File: src/rtl/tenthirty_pkg.sv
// tenthirty_pkg: shared types and constants for the ten-and-a-half game.
//   state_e   : arbiter FSM states
//   MAX_CARDS : cards per hand, BUST_HALF : bust threshold in half-points
//   CARD_MIN/CARD_MAX : legal LUT output range, FACE_MIN : first face card
//   half_pts(card) : value of one card in half-points (face cards = 1)
package tenthirty_pkg;

  typedef enum logic [1:0] {
    S_IDLE    = 2'd0,
    S_ISSUE   = 2'd1,
    S_WAIT    = 2'd2,
    S_CAPTURE = 2'd3
  } state_e;

  localparam int MAX_CARDS = 5;
  localparam int BUST_HALF = 21;
  localparam int CARD_MIN  = 1;
  localparam int CARD_MAX  = 13;
  localparam int FACE_MIN  = 11;

  // Pip cards count their face value in whole points, face cards half a point.
  function automatic logic [4:0] half_pts(input logic [3:0] card);
    if (card >= 4'(FACE_MIN)) return 5'd1;
    else                      return {card, 1'b0};
  endfunction

endpackage

File: src/rtl/hand_acc.sv
// hand_acc: per-hand bookkeeping.
//   clk, rst_n : clock, async active-low reset
//   clr        : synchronous wipe (priority over add)
//   add, pts   : one-cycle strobe adding a card worth pts half-points
//   cnt, tot   : registered card count and total (half-points)
//   bust, full : tot > BUST_HALF, cnt == MAX_CARDS
module hand_acc
  import tenthirty_pkg::*;
#(
  parameter int MAX_CARDS = tenthirty_pkg::MAX_CARDS,
  parameter int BUST_HALF = tenthirty_pkg::BUST_HALF
) (
  input  logic       clk,
  input  logic       rst_n,
  input  logic       clr,
  input  logic       add,
  input  logic [4:0] pts,
  output logic [2:0] cnt,
  output logic [6:0] tot,
  output logic       bust,
  output logic       full
);

  logic [2:0] cnt_q, cnt_d;
  logic [6:0] tot_q, tot_d;

  always_comb begin
    cnt_d = cnt_q;
    tot_d = tot_q;
    if (clr) begin
      cnt_d = '0;
      tot_d = '0;
    end else if (add) begin
      cnt_d = cnt_q + 3'd1;
      tot_d = tot_q + {2'b00, pts};
    end
  end

  always_ff @(posedge clk or negedge rst_n) begin
    if (!rst_n) begin
      cnt_q <= '0;
      tot_q <= '0;
    end else begin
      cnt_q <= cnt_d;
      tot_q <= tot_d;
    end
  end

  assign cnt  = cnt_q;
  assign tot  = tot_q;
  assign bust = tot_q > 7'(BUST_HALF);
  assign full = cnt_q == 3'(MAX_CARDS);

endmodule

File: src/rtl/deal_arbiter.sv
// deal_arbiter: shares the card LUT between player and dealer hands.
//   clk, rst_n     : clock, async active-low reset
//   clr            : synchronous round clear (highest priority)
//   req_p, req_d   : level draw requests
//   pip / number   : strobe to the LUT and its 4-bit card answer
//   gnt_p, gnt_d   : one-cycle grant pulses; card/slot describe that card
//   cnt_*, tot_*, bust_*, full_* : per-hand bookkeeping
//   busy           : FSM not idle;  err : sticky LUT failure flag
module deal_arbiter
  import tenthirty_pkg::*;
#(
  parameter int LUT_LAT   = 1,
  parameter int MAX_RETRY = 3,
  parameter int MAX_CARDS = tenthirty_pkg::MAX_CARDS,
  parameter int BUST_HALF = tenthirty_pkg::BUST_HALF
) (
  input  logic       clk,
  input  logic       rst_n,
  input  logic       clr,
  input  logic       req_p,
  input  logic       req_d,
  output logic       pip,
  input  logic [3:0] number,
  output logic       gnt_p,
  output logic       gnt_d,
  output logic [3:0] card,
  output logic [2:0] slot,
  output logic [2:0] cnt_p,
  output logic [2:0] cnt_d,
  output logic [6:0] tot_p,
  output logic [6:0] tot_d,
  output logic       bust_p,
  output logic       bust_d,
  output logic       full_p,
  output logic       full_d,
  output logic       busy,
  output logic       err
);

  localparam int RW = (MAX_RETRY < 1) ? 1 : $clog2(MAX_RETRY + 1);

  state_e        state_q, state_d;
  logic          sel_q, sel_d;      // hand being served: 0 player, 1 dealer
  logic          prio_q, prio_d;    // hand that wins the next tie
  logic [2:0]    wait_q, wait_d;
  logic [RW-1:0] retry_q, retry_d;
  logic          err_q, err_d;
  logic          gnt_p_q, gnt_p_d;
  logic          gnt_d_q, gnt_d_d;
  logic [3:0]    card_q, card_d;
  logic [2:0]    slot_q, slot_d;

  logic elig_p, elig_d, num_ok, cap_ok;

  assign elig_p = req_p & ~full_p & ~bust_p;
  assign elig_d = req_d & ~full_d & ~bust_d;
  assign num_ok = (number >= 4'(CARD_MIN)) && (number <= 4'(CARD_MAX));
  assign cap_ok = (state_q == S_CAPTURE) && num_ok && !clr;

  // State register
  always_ff @(posedge clk or negedge rst_n) begin
    if (!rst_n) state_q <= S_IDLE;
    else        state_q <= state_d;
  end

  // Next-state logic
  always_comb begin
    state_d = state_q;
    if (clr) begin
      state_d = S_IDLE;
    end else begin
      case (state_q)
        S_IDLE:    if (elig_p || elig_d) state_d = S_ISSUE;
        S_ISSUE:   state_d = (LUT_LAT <= 1) ? S_CAPTURE : S_WAIT;
        S_WAIT:    if (wait_q == 3'(LUT_LAT - 1)) state_d = S_CAPTURE;
        S_CAPTURE: begin
          if (num_ok)                          state_d = S_IDLE;
          else if (retry_q < RW'(MAX_RETRY))   state_d = S_ISSUE;
          else                                 state_d = S_IDLE;
        end
        default:   state_d = S_IDLE;
      endcase
    end
  end

  // Outputs decoded from state; a clear in the ISSUE cycle suppresses the strobe.
  always_comb begin
    pip  = (state_q == S_ISSUE) && !clr;
    busy = (state_q != S_IDLE);
  end

  // Datapath next values
  always_comb begin
    sel_d   = sel_q;
    prio_d  = prio_q;
    wait_d  = wait_q;
    retry_d = retry_q;
    err_d   = err_q;
    card_d  = card_q;
    slot_d  = slot_q;
    gnt_p_d = 1'b0;
    gnt_d_d = 1'b0;
    if (clr) begin
      // Round clear wipes everything except the tie-break pointer.
      wait_d  = '0;
      retry_d = '0;
      err_d   = 1'b0;
      card_d  = '0;
      slot_d  = '0;
    end else begin
      case (state_q)
        S_IDLE: begin
          if (elig_p && elig_d) sel_d = prio_q;
          else if (elig_p)      sel_d = 1'b0;
          else if (elig_d)      sel_d = 1'b1;
        end
        // wait_q numbers the WAIT cycles starting at 1, so LUT_LAT-1 is the last.
        S_ISSUE: wait_d = 3'd1;
        S_WAIT:  wait_d = wait_q + 3'd1;
        S_CAPTURE: begin
          if (num_ok) begin
            card_d  = number;
            slot_d  = sel_q ? cnt_d : cnt_p;
            gnt_p_d = ~sel_q;
            gnt_d_d = sel_q;
            retry_d = '0;
            prio_d  = ~prio_q;
          end else if (retry_q < RW'(MAX_RETRY)) begin
            retry_d = retry_q + RW'(1);
          end else begin
            err_d   = 1'b1;
            retry_d = '0;
          end
        end
        default: ;
      endcase
    end
  end

  always_ff @(posedge clk or negedge rst_n) begin
    if (!rst_n) begin
      sel_q   <= 1'b0;
      prio_q  <= 1'b0;
      wait_q  <= '0;
      retry_q <= '0;
      err_q   <= 1'b0;
      card_q  <= '0;
      slot_q  <= '0;
      gnt_p_q <= 1'b0;
      gnt_d_q <= 1'b0;
    end else begin
      sel_q   <= sel_d;
      prio_q  <= prio_d;
      wait_q  <= wait_d;
      retry_q <= retry_d;
      err_q   <= err_d;
      card_q  <= card_d;
      slot_q  <= slot_d;
      gnt_p_q <= gnt_p_d;
      gnt_d_q <= gnt_d_d;
    end
  end

  assign gnt_p = gnt_p_q;
  assign gnt_d = gnt_d_q;
  assign card  = card_q;
  assign slot  = slot_q;
  assign err   = err_q;

  hand_acc #(.MAX_CARDS(MAX_CARDS), .BUST_HALF(BUST_HALF)) u_hand_p (
    .clk(clk), .rst_n(rst_n), .clr(clr),
    .add(cap_ok & ~sel_q), .pts(half_pts(number)),
    .cnt(cnt_p), .tot(tot_p), .bust(bust_p), .full(full_p)
  );

  hand_acc #(.MAX_CARDS(MAX_CARDS), .BUST_HALF(BUST_HALF)) u_hand_d (
    .clk(clk), .rst_n(rst_n), .clr(clr),
    .add(cap_ok & sel_q), .pts(half_pts(number)),
    .cnt(cnt_d), .tot(tot_d), .bust(bust_d), .full(full_d)
  );

endmodule

File: config.mk
export PLATFORM = sky130hd
export DESIGN_NAME = deal_arbiter
export DESIGN_NICKNAME = d
export VERILOG_FILES = /design/src/rtl/tenthirty_pkg.sv /design/src/rtl/hand_acc.sv /design/src/rtl/deal_arbiter.sv
export SDC_FILE = /design/constraint.sdc
export NUM_CORES = 1
export LEC_CHECK = 0
export CAP_MARGIN = 5
export CORE_MARGIN = 2
export CORE_UTILIZATION = 52
export DETAILED_ROUTE_END_ITERATION = 16
export HOLD_SLACK_MARGIN = 0.05
export PLACE_DENSITY = 0.92
export REMOVE_ABC_BUFFERS = 1
export SKIP_LAST_GASP = 1
export SYNTH_ARGS = -nofsm -noshare
export SYNTH_HDL_FRONTEND = slang
export SYNTH_SLANG_ARGS = --single-unit
File: constraint.sdc
create_clock -name clk -period 2.22 [get_ports clk]
set_clock_uncertainty 0.1 [all_clocks]
set_input_delay 0.444 -clock clk [delete_from_list [all_inputs] [get_ports clk]]
set_output_delay 0.444 -clock clk [all_outputs]
set_load 0.05 [all_outputs]
==> impl_summary.md, run 1 <==
Run status
The run finished with clean final reports.

Critical path
The worst setup path is of the in -> reg kind. The worst setup path is launched from an input port. Along the worst path, the maximum fanout reaches 2. The worst setup path is captured at a register. For the worst setup path, the data required time is 2.34 ns. The arrival time reported for the critical path endpoint is 2.32 ns.

The slack of the worst reg-to-reg path is 0.11 ns.

Synth
The top cell type's share of synthesized area is 40.5%. The biggest area contributor in the post-synthesis netlist is dfrtp_1. In the synthesized netlist the async set-or-reset flop fraction comes to 100%. Counting flops and latches in the post-synthesis netlist gives 39. After synthesis, flip-flops and latches occupy 40.5% of the total area.

Yosys printed 0 warnings. The number of standard cells after synthesis is 261. A synthesized cell averages 9.23 sq um. The number of synthesized flops with an enable pin is 0. Counting distinct cell types in the post-synthesis netlist gives 46. Summing every instance area after synthesis gives 0.00241 sq mm.

Ranked by total cell area, the synthesized netlist is headed by dfrtp_1, ha_1, xor2_1. The prevailing post-synth register cell is dfrtp_1.

STA
The final critical-path required period is 2.20 ns. Setup violations remaining at the end of the flow were counted as 0. At the pin with the least slew margin, the transition time is 0.520 ns.

Static timing analysis puts the maximum clock frequency at 0.454 GHz. The headroom to the max-slew limit is 65.2%. Summed over all failing endpoints, the final setup total negative slack is 0 ns. The share of the clock period used by the worst path after layout is 99.3%. The number of failing hold endpoints at the final stage is 0.

Setup repair after global routing could not meet its margin everywhere. The number of slew-limit violations in the final report was 0. The worst path meets setup with 0.0154 ns of slack.

Floorplanning
The chip width is 72.1 microns. The die covers 0.00519 sq mm. The region available for standard cell placement spans 0.00441 sq mm.

The initial standard-cell utilization of the core is 54.6%. 45 I/O pins were placed. The die boundary height is 72.1 microns. In this run the core area contains 24 standard-cell rows.

Power
Per report_power, the clock group accounts for 27.0% of the total. Overall power consumption after layout is estimated at 2.23 mW. The portion of total power attributed to combinational logic is 33.8%. The worst IR drop on VDD is 0.352 mV. In this run switching power makes up 35.0% of total power. The power share of the sequential group is 39.2%. Power spread over the standard cell area amounts to 683 mW/mm^2.

The internal power summed over all cells is 1.45 mW. Summed over all nets, the switching power comes to 781 uW. The leakage power total is 1.61 nW.

Global route
The first-pass GRT wire length is 10.1 mm. The initial antenna violation count is 0. The via count of the first global-routing pass was 2,149. Global routing finished with a remaining overflow of 0.

The pin count of the biggest net entering global routing is 40. The total routing resource utilization after global routing is 25.2%.

Routing
The number of DRC markers in iteration 0 is 148. Dividing the detail-routed via count by the number of cells gives 5.54. The detailed-route wire length on metal 1 is 2.53 mm. Summed over all nets, wire length on met2 after detailed routing comes to 2.99 mm. The count of unresolved DRC violations after routing is 0. The detail route stage leaves a number of antenna-violating nets equal to 0. The routed design uses 276 microns of met3 wire. In the final routed layout, each cell accounts on average for 15.1 microns. The total vias in the final route is 2,192. The routed wire length is 5.97 mm. The top routing layer in use is met4. The first TritonRoute pass finished after 4 iterations.

Final layout
The count of nets after finishing is 368. Registers take 976 sq um. The fraction of layout instances using a drive strength above 1 is 24.7%. 0 antenna diodes ended up in the layout. The finished layout holds 396 standard cells, fillers aside. Compared with the post-synthesis result, the final layout area differs by 35.7%. In the final layout, the multi-input gates occupy 0.00130 sq mm. After filler insertion, the fill cell instance count of the layout stands at 308.

Cells fill 74.0% of the core in the end.

Clocking
The buffer depth of the longest clock path is 2. Counting every sink on the clock net gives 39. CTS built an H-tree with a depth of 2.

The insertion delay of the later-clocked pin in the worst-skew pair is 0.29 ns. In this run, CTS created clock tree buffers numbering 5. The register clock-pin slew on the reported worst setup and hold paths is 0.07 ns. The root buffer selected by CTS is clkbuf_8. The clock tree from TritonCTS is done.

Placed design
In this run the tool buffered the top-level ports with 44 buffer cells. The placed cell count is 386. The worst slack after detailed placement is -0.696 ns.

The post-detailed-placement half-perimeter wirelength is 4.40 mm. The global placer's final weighted congestion is 0.899.

Flow run
The number of max-cap violations is 0.

Worst hold path
The class of the most critical hold timing path is in -> async.
-- cell type report --
class	count	area share [%]
Multi-Input combinational cell	191	39.7
Sequential cell	39	29.9
Timing Repair Buffer	88	22.8
Clock buffer	6	2.53
Inverter	18	2.07
Tap cell	52	1.99
Clock inverter	2	1.07
-- synth_stat cells, types with 3 or more instances --
master and number:
a211oi_1 4, a21o_1 4, a21oi_1 19, and2_1 3, buf_6 4, clkbuf_1 6
dfrtp_1 39, ha_1 16, inv_1 17, maj3_2 4, mux2i_1 3, nand2_1 24
nand3_1 12, nand4_1 4, nor2_1 28, nor2b_1 6, o21ai_0 9, o31ai_1 3
xnor2_1 8, xor2_1 13
-- sequential cells by signal, indices dropped and copies added, names as in the netlist --
| name | count |
|---|---|
| u_hand_d.tot | 7 |
| u_hand_p.tot | 7 |
| slot | 3 |
| u_hand_p.cnt | 3 |
| state_q | 2 |
| card | 4 |
| sel_q | 1 |
| gnt_d | 1 |
| gnt_p | 1 |
| retry_q | 2 |
| wait_q | 3 |
| err | 1 |
| prio_q | 1 |
| u_hand_d.cnt | 3 |
-- power by group through the flow --
stage	sequential, mW	clock [mW]	combinational [mW]
after floorplan	0.956	0	0.360
after global placement	0.879	0	0.712
after detailed placement	0.883	0	0.745
after CTS	0.873	0.615	0.755
after global routing	0.886	0.652	0.822
final	0.875	0.604	0.754
-- path summary, 6_finish.rpt --
path	depth (start not counted)	endpoint	from
worst max register to register	7	u_hand_d.tot[4]	u_hand_d.tot[1]
worst min register to register	1	prio_q	prio_q
max in group asynchronous	2	u_hand_d.tot[2]	rst_n
worst min-delay path	2	wait_q[1]	rst_n
min in group clk	1	prio_q	prio_q
worst max-delay path	10	u_hand_d.tot[4]	number[3]
-- cell families (layout without fill, tap and decap cells) --
family / count (synthesis) / count (layout) / share of synthesized area (%)
AO/OA/AOI/OAI: 53 / 53 / 14.5
buffers and inverters: 31 / 114 / 6.44
AND/OR/NAND/NOR: 91 / 91 / 18.1
adder cells (fa/ha/maj): 21 / 21 / 10.6
multiplexers: 5 / 5 / 2.18
flip-flops: 39 / 39 / 40.5
XOR/XNOR: 21 / 21 / 7.64
-- critical path, cell delays in order --
cell and delay, ns:
clkdlybuf4s15_1 0.21, o21ai_2 0.09, nand2_2 0.09, xnor2_1 0.13
ha_1 0.19, a31o_2 0.22, maj3_2 0.32, maj3_2 0.35
xnor2_2 0.14, o21ai_1 0.13
-- layer usage --
| metal | vias to the layer above | track usage (%) |
|---|---|---|
| met2 | 68 | 42.5 |
| met4 | 0 | 10.3 |
| li1 | 1048 | - |
| met3 | 16 | 5.00 |
| met5 | - | 0 |
| met1 | 1060 | 31.9 |
-- layout by cell type, fill, tap and decap left out, types with 2 or more instances in the layout --
master            n
a211oi_1          3
a21o_1            4
a21oi_1          19
a31o_2            2
and2_1            3
and3_1            2
buf_2             4
buf_4            50
clkbuf_8          6
clkdlybuf4s50_1  30
dfrtp_1          39
ha_1             16
inv_1            17
maj3_2            5
mux2_2            2
mux2i_1           3
nand2_1          23
nand2b_1          2
nand3_1          12
nand4_1           4
nor2_1           28
nor2b_1           5
nor3_1            2
o211ai_1          2
o21ai_0           9
o21ai_2           2
o31ai_1           3
or3_1             2
xnor2_1           7
xor2_1           13
-- metrics by stage --
| step | hold WS [ns] | area [sq um] |
|---|---|---|
| floorplan | 0.0484 | 2320 |
| global placement | 0.361 | 3130 |
| detailed placement | 0.388 | 3130 |
| CTS | 0.103 | 3260 |
| global route | 0.123 | 3270 |
| finish | 0.0920 | 3270 |
-- timing repair --
item / in CTS / in global routing
gates cloned: 0 / 0
gates resized for setup: 18 / 3
pin swaps: 4 / 3
setup buffers: 1 / 1
endpoints found under the setup margin: 15 / 5
hold buffers: 0 / 0
Note: power is estimated with default switching activity, not from simulation.
==> run 2, diff against run 1 <==
Settings changed: SETUP_SLACK_MARGIN from default to 0.4.
==> run 2 against run 1 <==
The flow now finishes with violations (negative setup slack). First-iteration DRC count up 110%. Combinational power increased by 70%. Cell count up 9.8%. Die area unchanged.
==> impl_summary.md, run 2 (synthesis results as in run 1) <==
Placed design
The global placer's final weighted congestion is 0.899 (unchanged). The post-detailed-placement half-perimeter wirelength is 4.40 mm (unchanged). The quantity of I/O buffers inserted on ports is 44 (unchanged).

Floorplanning
The number of cell rows is 24 (unchanged). The die boundary height came to 72.1 microns (unchanged). The initial standard-cell utilization of the core is 54.6% (unchanged). The placeable core region was 0.00441 sq mm (unchanged). The number of I/O pins is 45 (unchanged). The full die area was 0.00519 sq mm (unchanged). The chip width was 72.1 microns (unchanged).

Routing
The total vias in the final route is 2,880 (was 2,192). The count of unresolved DRC violations after routing came to 0 (unchanged). The number of iterations in the first detailed-routing pass is 5 (was 4). The number of DRC markers in iteration 0 is 317 (was 148).

The routed wire length came to 11.0 mm (was 5.97 mm). The remaining antenna violation count is 0 (unchanged). The wire length per cell is 25.2 microns (was 15.1 microns). The routed via count divided by cell count is 6.62 (was 5.54).

Global route
The via count of the first global-routing pass is 2,550 (was 2,149). The pin count of the biggest net entering global routing is 40 (unchanged). The sum of overflow across all layers after global routing came to 0 (unchanged). The total routing resource utilization after global routing was 33.2% (was 25.2%). The first-pass GRT wire length is 12.9 mm (was 10.1 mm). The initial antenna violation count is 0 (unchanged).

Critical path
The startpoint-to-endpoint class of the critical path is in -> reg (unchanged). The worst path required time is 2.31 ns (was 2.34 ns). The cell seen most often among critical-path stages was maj3_2 (unchanged). Sequence of cells on the critical path: buf_8 -> o21ai_4 -> nand2_2 -> xnor2_1 -> ha_2 -> a31o_4 -> maj3_2 -> maj3_2 -> xnor2_2 -> o21ai_1 (was clkdlybuf4s15_1 -> o21ai_2 -> nand2_2 -> xnor2_1 -> ha_1 -> a31o_2 -> maj3_2 -> maj3_2 -> xnor2_2 -> o21ai_1). The largest fanout of any net on the critical path is 3 (was 2). The slowest stage cell on the critical path is maj3_2 (unchanged). The kind of capture point of the worst setup path is a register (unchanged).

The critical path startpoint category is an input port (unchanged). The delay contributed by the slowest stage of the critical path is 0.35 ns (about the same). The arrival time reported for the critical path endpoint is 2.36 ns (was 2.32 ns).

Final layout
The fraction of layout instances using a drive strength above 1 is 53.5% (was 24.7%). The multi-input combinational cell area is 0.00165 sq mm (was 0.00130 sq mm). The count of nets after finishing is 407 (was 368). The combined flip-flop and latch cell area was 982 sq um (was 976 sq um). The antenna cell count is 0 (unchanged). The number of filler cells placed in the layout came to 169 (was 308). The signed area change from the synthesized netlist to the final layout is 66.0% (was 35.7%). Commonest cells after routing, fill and taps aside: buf_4, dfrtp_1, nor2_1 (was buf_4, dfrtp_1, clkdlybuf4s50_1). The most common library cell in the layout ignoring fill and taps is buf_4 (unchanged).

STA
The maximum clock rate is 0.439 GHz (was 0.454 GHz). The share of the clock period used by the worst path after layout was 103% (was 99.3%). The number of failing hold endpoints at the final stage is 0 (unchanged). The headroom to the max-slew limit is 46.7% (was 65.2%). The final-layout setup total negative slack is -0.0579 ns (was 0 ns). RSZ-0062 raised after global routing: true (unchanged).

The number of slew-limit violations in the final report is 0 (unchanged). The final critical-path required period is 2.28 ns (was 2.20 ns). The number of failing setup endpoints in the final timing report is 1 (was 0).

The slew at the pin closest to its max-slew limit is 0.793 ns (was 0.520 ns). The final critical-path setup slack came to -0.0579 ns (was 0.0154 ns).

Clocking
The H-tree depth is 2 (unchanged). The root buffer selected by CTS was clkbuf_8 (unchanged). The register clock-pin slew on the reported worst setup and hold paths is 0.09 ns (was 0.07 ns). The hold-fix buffer count after cts is 0 (unchanged). The insertion delay of the later-clocked pin in the worst-skew pair was 0.31 ns (was 0.29 ns).

The total clock sinks was 39 (unchanged). The clock tree from TritonCTS is done (unchanged). The buffer depth of the longest clock path is 2 (unchanged). The number of clock buffers inserted by TritonCTS is 5 (unchanged).

Power
The overall power came to 2.84 mW (was 2.23 mW). The power per cell area is 711 mW/mm^2 (was 683 mW/mm^2). The worst IR drop on VDD is 0.456 mV (was 0.352 mV). The leakage power total came to 1.97 nW (was 1.61 nW).

Run status
The final reports fail on negative setup slack. Outcome: finished with violations (was finished, final reports clean).

Worst hold path
The class of the most critical hold timing path is in -> async (unchanged).

Flow run
The number of max-cap violations came to 0 (unchanged).
[run 2: cell count changes in the layout (fill, tap and decap cells not counted), sizes merged]
cell           delta
buf              +40
clkdlybuf4s50    -28
dlygate4sd2      +12
clkdlybuf4s15     +8
clkbuf            +7
[run 2: what timing repair did]
item / in CTS / in global routing
buffers inserted: 21 / 20
setup endpoints to repair: 69 / 47
resized for setup: 120 / 86
pin swaps: 32 / 37
[run 2: final cells by class]
cell class,instances,area share [%]
clock inverter,2,0.876
multi-input combinational,191,41.2
sequential,39,24.6
clock buffer,6,2.07
timing repair buffer,127,28.0
inverter,18,1.69
tap,52,1.63
[run 2: where the power goes]
part	switching, mW	leakage, nW	internal [mW]	total, mW
Combinational	0.731	1.38	0.548	1.28
Clock	0.285	0.0612	0.364	0.649
Sequential	0.127	0.529	0.785	0.912
Total	1.14	1.97	1.70	2.84
[run 2: critical path, delay by kind of cell]
kind	cells	cell delay [ns]
compound gates	3	0.49
fa+ha+maj	3	0.85
xor+xnor	2	0.36
buf+inv	1	0.10
simple gates	1	0.10
[run 2: per-layer routing]
metal  vias up  routed length (microns)  part of all wire, %  GRT usage, %
met2       272                     5040                   46          56.8
met1      1350                     3700                   34          38.8
met3       123                     1050                  9.6          5.83
met4         0                     1160                   11          20.1
li1       1135                        -                    -             -
met5         -                        0                    0             0
[run 2: per-stage QoR]
| step | utilization, % | instances | instance area (sq um) | hold WS (ns) | setup slack (ns) |
|---|---|---|---|---|---|
| 2_1_floorplan | - | 248 | 2320 | 0.0484 | -0.110 |
| 3_3_place_gp | 70.9 | 386 | 3130 | 0.361 | -0.628 |
| 3_5_place_dp | 70.9 | 386 | 3130 | 0.388 | -0.696 |
| 4_1_cts | 81.3 | 415 | 3590 | 0.103 | 0.114 |
| 5_1_grt | 90.6 | 435 | 4000 | 0.122 | -0.0442 |
| 6_report | 90.6 | 435 | 4000 | 0.0964 | -0.0579 |
[run 2: final timing paths]
path	start	end	slack (ns)	cells after the start
worst max-delay path	number[1]	u_hand_d.tot[4]	-0.06	10
worst min-delay path	rst_n	u_hand_p.tot[1]	0.1	2
worst max register to register	u_hand_d.tot[0]	u_hand_d.tot[4]	-0.02	8
worst min register to register	prio_q	prio_q	0.42	1
max in group asynchronous	rst_n	sel_q	1.55	2
min in group clk	prio_q	prio_q	0.42	1
